## src/rtl/cobra_disp_pkg.sv

```systemverilog
// cobra_disp_pkg: shared constants and types for the hex display stage
package cobra_disp_pkg;

    localparam int DIGITS = 8;
    localparam logic [6:0] SEG_BLANK = 7'h7F;

    // Active-low {g,f,e,d,c,b,a} patterns for hex digits 0..F
    localparam logic [6:0] HEX_SEG [16] = '{
        7'h40, 7'h79, 7'h24, 7'h30, 7'h19, 7'h12, 7'h02, 7'h78,
        7'h00, 7'h10, 7'h08, 7'h03, 7'h46, 7'h21, 7'h06, 7'h0E
    };

    typedef logic [2:0] digit_idx_t;

endpackage

```

## src/rtl/cobra_hex_display_hex7seg.sv

```systemverilog
// hex7seg: combinational nibble to active-low 7-segment decoder
module hex7seg
    import cobra_disp_pkg::*;
(
    input  logic [3:0] nib,
    output logic [6:0] seg
);

    assign seg = HEX_SEG[nib];

endmodule

```

## src/rtl/cobra_hex_display.sv

```systemverilog
// cobra_hex_display: scanned 8-digit hex display with per-frame shadow capture
module cobra_hex_display
    import cobra_disp_pkg::*;
#(
    parameter int unsigned SCAN_DIV = 100_000
) (
    input  logic        clk_i,
    input  logic        rst_ni,
    input  logic [31:0] data_i,
    input  logic        freeze_i,
    input  logic        blank_lz_i,
    output logic [7:0]  an_o,
    output logic [6:0]  seg_o,
    output logic        dp_o,
    output logic        update_o
);

    logic [23:0] div_q;
    digit_idx_t  idx_q;
    logic [31:0] shadow_q;
    logic        tick;
    logic        frame_end;
    logic [3:0]  nib;
    logic [6:0]  hex_seg;
    logic [31:0] upper;
    logic        blank;

    assign tick      = div_q == 24'(SCAN_DIV - 1);
    assign frame_end = tick && idx_q == 3'(DIGITS - 1);
    assign nib       = shadow_q[{idx_q, 2'b00} +: 4];
    assign upper     = shadow_q >> {idx_q, 2'b00};
    assign blank     = blank_lz_i && idx_q != '0 && upper == '0;
    assign dp_o      = 1'b1;

    hex7seg u_hex7seg (
        .nib (nib),
        .seg (hex_seg)
    );

    // Slot divider and digit index; index advances once per slot
    always_ff @(posedge clk_i or negedge rst_ni) begin
        if (!rst_ni) begin
            div_q <= '0;
            idx_q <= '0;
        end else begin
            div_q <= tick ? '0 : div_q + 24'd1;
            idx_q <= tick ? idx_q + 3'd1 : idx_q;
        end
    end

    // Shadow reload at frame end so a frame never mixes two values
    always_ff @(posedge clk_i or negedge rst_ni) begin
        if (!rst_ni) begin
            shadow_q <= '0;
            update_o <= 1'b0;
        end else begin
            shadow_q <= (frame_end && !freeze_i) ? data_i : shadow_q;
            update_o <= frame_end && !freeze_i;
        end
    end

    // Registered anode and segment drive for the current digit
    always_ff @(posedge clk_i or negedge rst_ni) begin
        if (!rst_ni) begin
            an_o  <= 8'hFF;
            seg_o <= SEG_BLANK;
        end else begin
            an_o  <= ~(8'b1 << idx_q);
            seg_o <= blank ? SEG_BLANK : hex_seg;
        end
    end

endmodule

```

## config.mk

```make
export PLATFORM = sky130hd
export DESIGN_NAME = cobra_hex_display
export DESIGN_NICKNAME = d
export VERILOG_FILES = /design/src/rtl/cobra_disp_pkg.sv /design/src/rtl/cobra_hex_display_hex7seg.sv /design/src/rtl/cobra_hex_display.sv
export SDC_FILE = /design/constraint.sdc
export NUM_CORES = 1
export LEC_CHECK = 0
export ABC_CLOCK_PERIOD_IN_PS = 3560
export BUFFER_PORTS_ARGS = -buffer_cell sky130_fd_sc_hd__buf_2
export CORE_MARGIN = 4
export CORE_UTILIZATION = 45
export DETAILED_ROUTE_END_ITERATION = 8
export PLACE_DENSITY_LB_ADDON = 0.1
export SLEW_MARGIN = 20
export SYNTH_ARGS = -nofsm -noshare
export SYNTH_HDL_FRONTEND = slang
export SYNTH_HIERARCHICAL = 1
export SYNTH_SLANG_ARGS = --single-unit
```

## constraint.sdc

```tcl
create_clock -name clk_i -period 3.56 [get_ports clk_i]
set_clock_uncertainty 0.1 [all_clocks]
set_input_delay 0 -clock clk_i [delete_from_list [all_inputs] [get_ports clk_i]]
set_output_delay 0 -clock clk_i [all_outputs]
set_load 0.01 [all_outputs]
```

==> results.sh <==
export IMPL_status="completed"
export IMPL_synth_cell_types=50
export IMPL_crit_type="flop to flop"
export IMPL_gp_congestion=0.863
export IMPL_die_area_mm2=0.0101
export IMPL_grt_max_degree=45
export IMPL_clockBufferDepth=2
export IMPL_cp_data_arrival_time_ns=3.23
export IMPL_critPathCaptureType="flop"
export IMPL_antenna_cells=0
export IMPL_synth_compound_area_share_pct=6.26
export IMPL_mostFrequentLayoutCells="dfrtp_1, buf_2, nand2_1"
export IMPL_power_total_mw=1.79
export IMPL_setup_viol=0
export IMPL_worstSkewPairLatency_ns=0.35
export IMPL_synth_edff_count=0
export IMPL_grt_pass1_vias=2724
export IMPL_row_count=33
export IMPL_whs_ns=0.0849
export IMPL_dp_cells=482
export IMPL_path_clk_slew_ns=0.08
export IMPL_cp_max_fo=24
export IMPL_cts_buffers=9
export IMPL_drt_pass1_iterations=5
export IMPL_ys_ff_latch=75
export IMPL_tightest_slew_ns=0.850
export IMPL_synthMuxAreaShare_pct=16.3
export IMPL_max_freq_mhz=326
export IMPL_design_area_mm2=0.00474
export IMPL_ys_seq_area_share_pct=49.1
export IMPL_min_period_ns=3.07
export IMPL_final_nets=472
export IMPL_clk_root_buffer_cell="clkbuf_8"
export IMPL_cts_resized=0
export IMPL_synthCells=338
export IMPL_yosys_area_share_simple_pct=15.2
export IMPL_p_leak_nw=2.15
export IMPL_drive_above_1_share_pct=27.9
export IMPL_syn_cell_area_mm2=0.00386
export IMPL_hold_violations=0
export IMPL_slew_headroom_pct=43.4
export IMPL_yosys_area_top_type="dfrtp_1"
export IMPL_dieHeight_um=101
export IMPL_rsz0062_at_grt="false"
export IMPL_die_w_um=101
export IMPL_ys_warn_count=6
export IMPL_min_path_type="input port to async pin"
export IMPL_vias=2840
export IMPL_vias_per_cell=5.34
export IMPL_synth_top_area_share_pct=38.9
export IMPL_required_ns=3.72
export IMPL_grt_ovfl_total=0
export IMPL_synthToLayoutAreaGrowth_pct=22.8
export IMPL_cts_tree="yes"
export IMPL_grt_use_total_pct=17.0
export IMPL_numClockSinks=75
export IMPL_wl_um=8100
export IMPL_portBuffers=51
export IMPL_fin_cells=532
export IMPL_syn_nets=388
export IMPL_synth_area_leaders="dfrtp_1, dfstp_2, mux2_2"
export IMPL_async_flop_share_pct=100
export IMPL_wl_per_cell_um=15.2
export IMPL_maxSlewViolCount=0
export IMPL_synth_main_ff_cell="dfrtp_1"
export IMPL_final_period_utilization_pct=86.2
export IMPL_grt_pass1_wl_um=13500
export IMPL_dpl_cell_area_mm2=0.00418
export IMPL_synth_top_family_by_area="multiplexers"
export IMPL_drt_iter0_drc=136
export IMPL_h_tree_depth=3
export IMPL_p_per_area_mw_per_mm2=378
export IMPL_cap_violations=0
export IMPL_dp_hpwl_um=5670
export IMPL_tns_ns=0
export IMPL_io_pins=53
export IMPL_antenna_found_initial=0
export IMPL_postRouteAntennaNets=0
export IMPL_avgSynthCellArea_um2=11.4
export IMPL_fill_cells=709
export IMPL_cp_start_kind="flop"
export IMPL_ir_worst_vdd_v=0.000251
export IMPL_final_common_cell="dfrtp_1"
export IMPL_coreArea_mm2=0.00830
export IMPL_synth_adder_area_share_pct=4.54
export IMPL_start_util_pct=46.5
export IMPL_synth_xor_area_share_pct=5.22
export IMPL_remaining_drc_errors=0
==> synthesized netlist by cell type, types with 4 or more instances <==
| master | number |
|---|---|
| buf_2 | 7 |
| ha_1 | 14 |
| nor2_1 | 32 |
| dfrtp_1 | 60 |
| a21oi_1 | 6 |
| inv_1 | 10 |
| xnor2_1 | 12 |
| nand4_1 | 5 |
| dfstp_2 | 15 |
| xor2_1 | 11 |
| nor4_1 | 7 |
| and3_1 | 4 |
| nor3_1 | 7 |
| nand3_1 | 16 |
| o21bai_1 | 7 |
| mux4_1 | 6 |
| mux2_2 | 31 |
| nand2_1 | 38 |
| o21ai_0 | 7 |
==> timing repair <==
action                                 CTS  global route
hold buffers                            34             0
setup buffers                            0             0
endpoints found under the hold margin   61             0
==> stage by stage <==
step | utilization, % | setup slack [ns]
5_1_grt | 57.1 | 0.304
3_5_place_dp | 50.3 | 0.503
2_1_floorplan | - | 1.06
6_report | 57.1 | 0.492
4_1_cts | 57.1 | 0.489
3_3_place_gp | 50.3 | 0.610
==> layer usage <==
metal | GRT usage, % | part of all wire [%] | vias up
li1 | - | - | 1366
met1 | 24.6 | 50 | 1385
met2 | 25.2 | 44 | 82
met3 | 4.91 | 5.5 | 7
met4 | 4.35 | 0.85 | 0
met5 | 0 | 0 | -
==> final cells by class <==
| type | instances | area [um2] | share of cell area (%) |
|---|---|---|---|
| Clock buffer | 12 | 145 | 3.06 |
| Clock inverter | 4 | 73.8 | 1.56 |
| Inverter | 11 | 41.3 | 0.871 |
| Multi-Input combinational cell | 238 | 1840 | 38.8 |
| Sequential cell | 75 | 1900 | 40.0 |
| Tap cell | 105 | 131 | 2.77 |
| Timing Repair Buffer | 87 | 613 | 12.9 |
==> cells by family after synthesis <==
logic type      Yosys count
simple gates            123
mux                      45
other cells               1
buf+inv                  25
flops                    75
fa+ha+maj                14
compound gates           32
xor+xnor                 23
==> report_power, final <==
part | switching [mW] | internal [mW] | total, mW
Sequential | 0.0194 | 0.882 | 0.902
Combinational | 0.0721 | 0.0894 | 0.161
Clock | 0.315 | 0.415 | 0.730
Total | 0.406 | 1.39 | 1.79
==> path summary, 6_finish.rpt <==
path | start | end | slack [ns] | cells after the start
worst max-delay path | idx_q[0]$_DFFE_PN0N_ | seg_o[3]$_DFF_PN1_ | 0.49 | 8
worst min-delay path | rst_ni | div_q[3]$_DFF_PN0_ | 0.08 | 2
worst max register to register | idx_q[0]$_DFFE_PN0N_ | seg_o[3]$_DFF_PN1_ | 0.49 | 8
worst min register to register | div_q[0]$_DFF_PN0_ | div_q[0]$_DFF_PN0_ | 0.39 | 1
max in group asynchronous | rst_ni | shadow_q[18]$_DFFE_PN0P_ | 2.47 | 3
min in group clk_i | blank_lz_i | seg_o[0]$_DFF_PN1_ | 0.18 | 4
==> critical path: stages (launching register included) <==
cell and delay [ns]:
dfrtp_1 0.90, mux4_1 0.67, nand2_1 0.08, nand2_1 0.18, inv_1 0.19, ha_1 0.16
inv_1 0.05, mux4_1 0.47, o21bai_1 0.17
==> state kept, by name, indices dropped and copies added, names as in the netlist <==
name,cells
idx_q,3
seg_o,7
update_o,1
shadow_q,32
div_q,24
an_o,8
No activity file was read; power rests on OpenSTA's default activity.
